<file path="src/rtl/div_pkg.sv">
// Shared definitions for the iterative divider: funct3 encodings, FSM states
// and the signed/remainder decode helpers.
package div_pkg;

  typedef enum logic [2:0] {
    OP_DIV  = 3'b100,
    OP_DIVU = 3'b101,
    OP_REM  = 3'b110,
    OP_REMU = 3'b111
  } div_op_e;

  typedef enum logic [1:0] {
    IDLE = 2'd0,
    CALC = 2'd1,
    DONE = 2'd2
  } div_state_e;

  function automatic logic op_is_signed(logic [2:0] op);
    return (op == OP_DIV) || (op == OP_REM);
  endfunction

  function automatic logic op_is_rem(logic [2:0] op);
    return (op == OP_REM) || (op == OP_REMU);
  endfunction

endpackage

</file>
<file path="src/rtl/div_iter_if.sv">
// Request/response bundle between the execute stage and the divider.
interface div_iter_if #(
  parameter int XLEN       = 32,
  parameter int REG_ADDR_W = 5
);
  logic                  start_i;
  logic [2:0]            op_i;
  logic [XLEN-1:0]       dividend_i;
  logic [XLEN-1:0]       divisor_i;
  logic [REG_ADDR_W-1:0] reg_waddr_i;
  logic                  flush_i;
  logic [XLEN-1:0]       result_o;
  logic                  ready_o;
  logic                  busy_o;
  logic [REG_ADDR_W-1:0] reg_waddr_o;

  modport master (
    output start_i, op_i, dividend_i, divisor_i, reg_waddr_i, flush_i,
    input  result_o, ready_o, busy_o, reg_waddr_o
  );

  modport slave (
    input  start_i, op_i, dividend_i, divisor_i, reg_waddr_i, flush_i,
    output result_o, ready_o, busy_o, reg_waddr_o
  );
endinterface

</file>
<file path="src/rtl/div_step.sv">
// One combinational restoring-division step: shift in the next dividend bit,
// trial-subtract the divisor, keep the difference when it does not go negative.
module div_step #(
  parameter int XLEN = 32
) (
  input  logic [XLEN-1:0] rem,
  input  logic            dividend_bit,
  input  logic [XLEN-1:0] divisor,
  output logic [XLEN-1:0] rem_next,
  output logic            q_bit
);
  logic [XLEN:0] shifted;
  logic [XLEN:0] diff;

  assign shifted  = {rem, dividend_bit};
  assign diff     = shifted - {1'b0, divisor};
  assign q_bit    = ~diff[XLEN];
  // After a successful subtract the difference is below the divisor, so XLEN bits suffice.
  assign rem_next = q_bit ? diff[XLEN-1:0] : shifted[XLEN-1:0];
endmodule

</file>
<file path="src/rtl/div_iter.sv">
// Iterative DIV/DIVU/REM/REMU unit, BITS_PER_CYCLE quotient bits per clock.
// Optional build macro DIV_EARLY_OUT_EN: divide-by-zero and signed overflow finish at acceptance.
module div_iter
  import div_pkg::*;
#(
  parameter int XLEN           = 32,
  parameter int BITS_PER_CYCLE = 1,
  parameter int REG_ADDR_W     = 5
) (
  input  logic       clk,
  input  logic       rst,
  div_iter_if.slave  bus
);
  localparam int K     = XLEN / BITS_PER_CYCLE;
  localparam int CNT_W = $clog2(K);

  div_state_e state_reg, state_next;
  logic accept, last_iter, early_out, busy, ready;

  logic [CNT_W-1:0]      cnt_reg;
  logic [XLEN-1:0]       rem_reg, quo_reg, divisor_reg, result_reg;
  logic [REG_ADDR_W-1:0] waddr_pend_reg, waddr_reg;
  logic                  op_rem_reg, q_neg_reg, r_neg_reg;

  logic            in_signed, in_rem, a_neg, b_neg, b_zero;
  logic [XLEN-1:0] a_mag, b_mag, early_result;

  assign in_signed = op_is_signed(bus.op_i);
  assign in_rem    = op_is_rem(bus.op_i);
  assign a_neg     = in_signed & bus.dividend_i[XLEN-1];
  assign b_neg     = in_signed & bus.divisor_i[XLEN-1];
  assign b_zero    = (bus.divisor_i == '0);
  assign a_mag     = a_neg ? -bus.dividend_i : bus.dividend_i;
  assign b_mag     = b_neg ? -bus.divisor_i : bus.divisor_i;

`ifdef DIV_EARLY_OUT_EN
  logic in_ovf;
  assign in_ovf    = in_signed & (bus.dividend_i == {1'b1, {(XLEN-1){1'b0}}}) & (&bus.divisor_i);
  assign early_out = b_zero | in_ovf;

  // Overflow quotient equals the dividend itself (-2^(XLEN-1)).
  always_comb begin
    early_result = '0;
    if (b_zero) early_result = in_rem ? bus.dividend_i : '1;
    else        early_result = in_rem ? '0 : bus.dividend_i;
  end
`else
  assign early_out    = 1'b0;
  assign early_result = '0;
`endif

  logic [BITS_PER_CYCLE:0][XLEN-1:0] rem_chain;
  logic [BITS_PER_CYCLE-1:0]         q_bits;
  logic [XLEN-1:0] quo_next, rem_final, q_signed, r_signed, final_result;

  assign rem_chain[0] = rem_reg;

  generate
    for (genvar gi = 0; gi < BITS_PER_CYCLE; gi++) begin : g_step
      div_step #(.XLEN(XLEN)) u_step (
        .rem          (rem_chain[gi]),
        .dividend_bit (quo_reg[XLEN-1-gi]),
        .divisor      (divisor_reg),
        .rem_next     (rem_chain[gi+1]),
        .q_bit        (q_bits[BITS_PER_CYCLE-1-gi])
      );
    end
  endgenerate

  // quo_reg shifts the dividend out at the top while quotient bits enter at the bottom.
  assign quo_next     = {quo_reg[XLEN-BITS_PER_CYCLE-1:0], q_bits};
  assign rem_final    = rem_chain[BITS_PER_CYCLE];
  assign q_signed     = q_neg_reg ? -quo_next : quo_next;
  assign r_signed     = r_neg_reg ? -rem_final : rem_final;
  assign final_result = op_rem_reg ? r_signed : q_signed;

  always_comb begin
    state_next = state_reg;
    busy       = (state_reg == CALC);
    ready      = (state_reg == DONE);
    accept     = bus.start_i & bus.op_i[2] & ~bus.flush_i &
                 ((state_reg == IDLE) | (state_reg == DONE));
    last_iter  = (state_reg == CALC) && (cnt_reg == CNT_W'(K - 1));
    if (bus.flush_i) begin
      state_next = IDLE;
    end else begin
      case (state_reg)
        IDLE:    if (accept) state_next = early_out ? DONE : CALC;
        CALC:    if (last_iter) state_next = DONE;
        DONE:    state_next = accept ? (early_out ? DONE : CALC) : IDLE;
        default: state_next = IDLE;
      endcase
    end
  end

  always_ff @(posedge clk) begin
    if (rst) state_reg <= IDLE;
    else     state_reg <= state_next;
  end

  always_ff @(posedge clk) begin
    if (rst) begin
      cnt_reg        <= '0;
      rem_reg        <= '0;
      quo_reg        <= '0;
      divisor_reg    <= '0;
      result_reg     <= '0;
      waddr_pend_reg <= '0;
      waddr_reg      <= '0;
      op_rem_reg     <= 1'b0;
      q_neg_reg      <= 1'b0;
      r_neg_reg      <= 1'b0;
    end else if (accept) begin
      quo_reg        <= a_mag;
      rem_reg        <= '0;
      divisor_reg    <= b_mag;
      cnt_reg        <= '0;
      op_rem_reg     <= in_rem;
      // A zero divisor yields an all-ones quotient magnitude that must stay positive.
      q_neg_reg      <= (a_neg ^ b_neg) & ~b_zero;
      r_neg_reg      <= a_neg;
      waddr_pend_reg <= bus.reg_waddr_i;
      if (early_out) begin
        result_reg <= early_result;
        waddr_reg  <= bus.reg_waddr_i;
      end
    end else if ((state_reg == CALC) && !bus.flush_i) begin
      quo_reg <= quo_next;
      rem_reg <= rem_final;
      cnt_reg <= cnt_reg + CNT_W'(1);
      if (last_iter) begin
        result_reg <= final_result;
        waddr_reg  <= waddr_pend_reg;
      end
    end
  end

  assign bus.busy_o      = busy;
  assign bus.ready_o     = ready;
  assign bus.result_o    = result_reg;
  assign bus.reg_waddr_o = waddr_reg;
endmodule

</file>
<file path="src/flat_wrapper.sv">
// flat-port wrapper written by rule: the top's interface ports become plain ports
module div_iter_flat import div_pkg::*;
#(
  parameter int XLEN           = 32,
  parameter int BITS_PER_CYCLE = 1,
  parameter int REG_ADDR_W     = 5
)
  (clk, rst, bus_start_i, bus_op_i, bus_dividend_i, bus_divisor_i, bus_reg_waddr_i, bus_flush_i, bus_result_o, bus_ready_o, bus_busy_o, bus_reg_waddr_o);
  div_iter_if #(.XLEN(XLEN), .REG_ADDR_W(REG_ADDR_W)) bus_i ();
  input  logic clk;
  input  logic rst;
  input wire logic [$bits(bus_i.start_i)-1:0] bus_start_i;
  input wire logic [$bits(bus_i.op_i)-1:0] bus_op_i;
  input wire logic [$bits(bus_i.dividend_i)-1:0] bus_dividend_i;
  input wire logic [$bits(bus_i.divisor_i)-1:0] bus_divisor_i;
  input wire logic [$bits(bus_i.reg_waddr_i)-1:0] bus_reg_waddr_i;
  input wire logic [$bits(bus_i.flush_i)-1:0] bus_flush_i;
  output wire logic [$bits(bus_i.result_o)-1:0] bus_result_o;
  output wire logic [$bits(bus_i.ready_o)-1:0] bus_ready_o;
  output wire logic [$bits(bus_i.busy_o)-1:0] bus_busy_o;
  output wire logic [$bits(bus_i.reg_waddr_o)-1:0] bus_reg_waddr_o;
  assign bus_i.start_i = bus_start_i;
  assign bus_i.op_i = bus_op_i;
  assign bus_i.dividend_i = bus_dividend_i;
  assign bus_i.divisor_i = bus_divisor_i;
  assign bus_i.reg_waddr_i = bus_reg_waddr_i;
  assign bus_i.flush_i = bus_flush_i;
  assign bus_result_o = bus_i.result_o;
  assign bus_ready_o = bus_i.ready_o;
  assign bus_busy_o = bus_i.busy_o;
  assign bus_reg_waddr_o = bus_i.reg_waddr_o;
  div_iter #(.XLEN(XLEN), .BITS_PER_CYCLE(BITS_PER_CYCLE), .REG_ADDR_W(REG_ADDR_W)) u_core (.clk(clk), .rst(rst), .bus(bus_i));
endmodule
</file>
<file path="config.mk">
export PLATFORM = sky130hd
export DESIGN_NAME = div_iter_flat
export DESIGN_NICKNAME = d
export VERILOG_FILES = /design/src/rtl/div_pkg.sv /design/src/rtl/div_iter_if.sv /design/src/rtl/div_step.sv /design/src/rtl/div_iter.sv /design/src/flat_wrapper.sv
export SDC_FILE = /design/constraint.sdc
export NUM_CORES = 1
export LEC_CHECK = 0
export BUFFER_PORTS_ARGS = -buffer_cell sky130_fd_sc_hd__clkbuf_2
export CAP_MARGIN = 20
export CORE_MARGIN = 1.5
export CORE_UTILIZATION = 46
export CTS_CLUSTER_SIZE = 16
export DETAILED_ROUTE_END_ITERATION = 10
export PLACE_DENSITY = 0.67
export RECOVER_POWER = 100
export SYNTH_ARGS = -nofsm -noshare
export SYNTH_HDL_FRONTEND = slang
export SYNTH_SLANG_ARGS = --single-unit
</file>
<file path="constraint.sdc">
create_clock -name clk -period 6.4 [get_ports clk]
set_input_delay 0.64 -clock clk [delete_from_list [all_inputs] [get_ports clk]]
set_output_delay 0.64 -clock clk [all_outputs]
set_load 0.01 [all_outputs]
</file>
==> results by stage <==
Global route:
- The residual overflow from global routing is 0.
- After global routing, the most crowded layer is met2.
- Entering global routing, the biggest net connects about 100 pins.
- The number of global-route vias before repair came to ~10k.
- Global routing consumed, on the met3 layer, under 10% of the routing resources.
- The number of antenna violations at the first check in global routing is 0.
- For this run, the total global-route usage over all layers was measured as between 20% and 30%.
- For this run, global-route usage on met2 was measured as 44.6%.
- The first global-routing pass estimated between 50 and 60 mm of wire.
- Global routing consumed, on the met1 layer, 37.7% of the routing resources.

Power:
- In this run the power spent charging and discharging nets is about 1.0 mW.
- The sequential fraction of design power is roughly a third.
- The total power after layout is approximately 2.8 mW.
- The highest ir drop seen on vdd is about 0.00015 V.
- The switching share of power is 36.3%.
- Cell internal power was estimated by the tool at 1.79 mW.
- The analysis attributes to cell leakage a power of between 4 and 5 nW.
- The clock network fraction of design power is a little over a third.
- For this design the ratio of total power to cell area is between 200 and 250 nW/um^2.
- In this run, the combinational gates consume between 20% and 30% of the power.

Route:
- The count of nets left with antenna violations once routing finished came out at 0.
- The first TritonRoute pass finished after 5 iterations.
- The number of vias in the routed layout is ~11k.
- In the final routed layout, each cell accounts on average for approximately 19 um.
- After detailed routing, the number of vias per cell comes to approximately 6.
- The final wirelength is 36.1 mm.
- The detailed router finished its first iteration with between 800 and 900 violations.
- After detailed routing, the number of remaining DRC violations is 0.

STA:
- The number of hold-slack violations in the final timing report came to 0.
- Summed over all failing endpoints, the final setup total negative slack is 0 ns.
- The number of setup violations in the final report is 0.
- The portion of the clock cycle consumed by the worst path in the final layout is between 80% and 90%.
- The final clock skew is approximately 0.0080 ns.
- The final max-slew violation count is roughly 180.
- Setup repair after global routing left no endpoint under its margin.
- For the pin with the worst max-slew slack, the measured transition is roughly 4.6 ns.
- After layout, the worst setup slack is a little over 0.7 ns.
- Hold timing on the final database bottoms out at a slack of 0.426 ns.
- The worst-case headroom to the max-slew limit is -205%.
- The time the final worst path needs with I/O delays and setup is between 5 and 6 ns.
- The maximum operating frequency is 176 MHz.

Critical path:
- The most numerous cell type found on the critical path is sky130_fd_sc_hd__inv_1.
- Traced cell by cell, the critical path runs through inv_1 > ha_1 > inv_1 > fa_1 > a211oi_4 > o21ai_2 > o211ai_2 > nand3_1 > o31a_1 > xor2_1 > buf_4 > inv_1 > clkbuf_2 > mux2i_1 > o21ai_0 > xnor2_1 > a211o_1 > a21oi_1.
- Of all nets on the critical path, the largest fanout is 54.
- Across all register-to-register paths, the minimum setup slack is 0.71 ns.
- The slowest stage of the critical path is the sky130_fd_sc_hd__buf_4 cell.
- The worst setup path is captured at a register.
- The critical path in this run is classified as reg2reg.
- The maximum single-stage delay on the critical path is between 0.6 and 0.7 ns.
- The required time at the worst-slack endpoint is between 6 and 7 ns.
- STA classifies the critical path startpoint as a register.
- The data arrival time of the critical path is 5.81 ns.

Floorplanning:
- The total die area is ~26000 um^2.
- The core area is ~24000 um^2.
- The die is 161 um tall.
- The die is approximately 160 um wide.
- The starting density of the core is 47.0%.
- The number of ports placed on the die boundary is roughly 120.
- The initialized floorplan defines 57 standard-cell rows.

Logic synthesis:
- The count of flip-flops with a built-in enable after synthesis is 0.
- The cell area that synthesis handed to floorplanning was between 10000 and 15000 um^2.
- Counting every instance in the synthesized netlist gives between 1.5k and 2k.
- The post-synthesis register bit count is 148.
- For this run, the leading register cell type out of synthesis is sky130_fd_sc_hd__dfxtp_1.
- The warning count from the yosys run is 0.
- In the synthesized netlist the async set-or-reset flop fraction comes to 0%.
- Of the synthesized area, sequential elements account for roughly a quarter.
- The number of nets handed over by synthesis was approximately 1.6k.
- The average cell area after synthesis is ~7.6 um^2.
- The number of different library cells used by synthesis comes to between 90 and 100.

Clocking:
- The number of hold buffers added after CTS is 0.
- At the later pin of the worst-skew pair, clock insertion delay measures 0.43 ns.
- The H-tree generated during clock tree synthesis spans 4 levels.
- The register clock-pin slew on the reported worst setup and hold paths is about 0.070 ns.
- In this run, post-CTS repair resized a total of 0 instances.
- The CTS tree is done.
- Clock tree synthesis inserted a total of 17 buffers.
- The buffer type at the clock tree root is sky130_fd_sc_hd__clkbuf_16.
- No sink is reached through more buffers than the 2 on the longest clock path.
- The number of buffers inserted to repair setup after CTS is 0.
- The tree built by TritonCTS fans out to about 150 sinks.

Layout:
- Cells fill 51.7% of the core in the end.
- For this run, the number of standard cells in the final layout without fillers is around 1.9k.
- The filler cell count in the final layout is 2486.
- After the last flow step, the layout net total stands at 1678.
- The fraction of layout instances using a drive strength above 1 is under 10%.
- The final cell area excluding filler cells is ~13000 um^2.
- The antenna cell count is 0.
- Relative to the synthesized area, the layout overhead comes to 10.0%.

Run status:
- The run finished, with violations left.
- The final reports fail on max-capacitance violations, max-slew violations.

Job:
- The tool flagged a number of max-cap violations equal to 2.

Place:
- Routability-driven placement finished with a final weighted congestion of ~0.93.
- After legalization and detailed placement, the total HPWL measured 27.5 mm.
- The placed cell area is roughly 12000 um^2.
- The number of buffers added on ports is ~110.
- The number of cells in the design after placement is about 1.9k.
- The post-placement setup slack is approximately 1.3 ns.

Worst hold path:
- The worst hold path class is in2reg.
[path summary, 6_finish.rpt]
path / from / end / depth (start not counted)
worst min-delay path: bus_reg_waddr_i[1] / u_core.waddr_pend_reg[1] / 3
worst min register to register: u_core.waddr_pend_reg[4] / u_core.bus.reg_waddr_o[4] / 2
worst max-delay path: u_core.quo_reg[31] / u_core.bus.result_o[6] / 18
worst max register to register: u_core.quo_reg[31] / u_core.bus.result_o[6] / 18
[power groups by stage]
stage                     Sequential, mW  Combinational [mW]  Clock (mW)
after detailed placement           0.989               0.818           0
final                              0.969               0.832        1.01
after CTS                          0.968               0.821        1.02
after global routing               0.971               0.902        1.06
after floorplan                    0.978               0.604           0
after global placement             0.988               0.813           0
[synthesized netlist by cell type (15+ instances only)]
| library cell | n | area, um^2 |
|---|---|---|
| sky130_fd_sc_hd__nor2_1 | 172 | 646 |
| sky130_fd_sc_hd__nand2_1 | 171 | 642 |
| sky130_fd_sc_hd__dfxtp_1 | 148 | 2960 |
| sky130_fd_sc_hd__a21oi_1 | 118 | 591 |
| sky130_fd_sc_hd__clkbuf_1 | 69 | 259 |
| sky130_fd_sc_hd__xor2_1 | 68 | 596 |
| sky130_fd_sc_hd__a211oi_1 | 62 | 465 |
| sky130_fd_sc_hd__xnor2_1 | 59 | 517 |
| sky130_fd_sc_hd__inv_1 | 55 | 206 |
| sky130_fd_sc_hd__nor3_1 | 52 | 260 |
| sky130_fd_sc_hd__o21ai_0 | 48 | 240 |
| sky130_fd_sc_hd__ha_1 | 38 | 475 |
| sky130_fd_sc_hd__a22oi_1 | 35 | 263 |
| sky130_fd_sc_hd__mux2i_1 | 31 | 310 |
| sky130_fd_sc_hd__nand3_1 | 29 | 145 |
| sky130_fd_sc_hd__o31ai_1 | 29 | 218 |
| sky130_fd_sc_hd__or3_1 | 22 | 138 |
| sky130_fd_sc_hd__or4_1 | 17 | 128 |
| sky130_fd_sc_hd__nor4_1 | 16 | 100 |
| sky130_fd_sc_hd__o41ai_1 | 16 | 140 |
| sky130_fd_sc_hd__buf_2 | 15 | 75.1 |
[worst max-delay path: cells and delay by family (launching register included)]
family / cells / cell delay (ns)
compound gates: 7 / 1.33
buf+inv: 5 / 1.82
fa+ha+maj: 2 / 0.63
xor+xnor: 2 / 0.75
mux: 1 / 0.28
flops: 1 / 0.33
simple gates: 1 / 0.19
[routing by layer]
layer	vias to the layer above	part of all wire [%]
li1	5650	-
met1	5399	46
met2	380	46
met3	54	6.1
met4	0	2.0
met5	-	0
[cell families after synthesis]
logic type | Yosys count | synth area share, %
flops | 148 | 25.9
compound gates | 444 | 27.2
mux | 39 | 3.55
buf+inv | 156 | 5.60
fa+ha+maj | 39 | 4.33
simple gates | 563 | 23.6
xor+xnor | 128 | 9.85
[cell type report]
| cell class | instances | area (um^2) | share of cell area, % |
|---|---|---|---|
| well taps | 324 | 405 | 3.22 |
| repair buffers | 127 | 602 | 4.78 |
| clock inverters | 14 | 138 | 1.09 |
| multi-input cells | 1213 | 7840 | 62.2 |
| flip-flops and latches | 148 | 2960 | 23.5 |
| clock buffers | 18 | 439 | 3.49 |
| inverters | 56 | 210 | 1.67 |
[layout by cell type (no fill, tap or decap), drive strengths merged, types with 9 or more instances in the layout]
master,Yosys,routed
a21o,9,9
o21ai,53,53
xnor2,59,59
buf,31,9
mux2i,32,32
a21oi,122,122
inv,56,64
or3,22,22
clkbuf,69,136
o41ai,16,16
nand4,11,11
nor4,17,17
o31a,12,12
a211o,11,11
and3,9,9
nand3,30,30
dfxtp,148,148
or4,19,19
ha,38,38
o31ai,31,31
nand2,171,171
and2,15,15
nor3,54,54
nor2,172,172
a22oi,35,35
xor2,69,69
a311oi,12,12
a31oi,15,15
o211ai,10,10
a211oi,64,64
No activity file was read; power rests on OpenSTA's default activity.
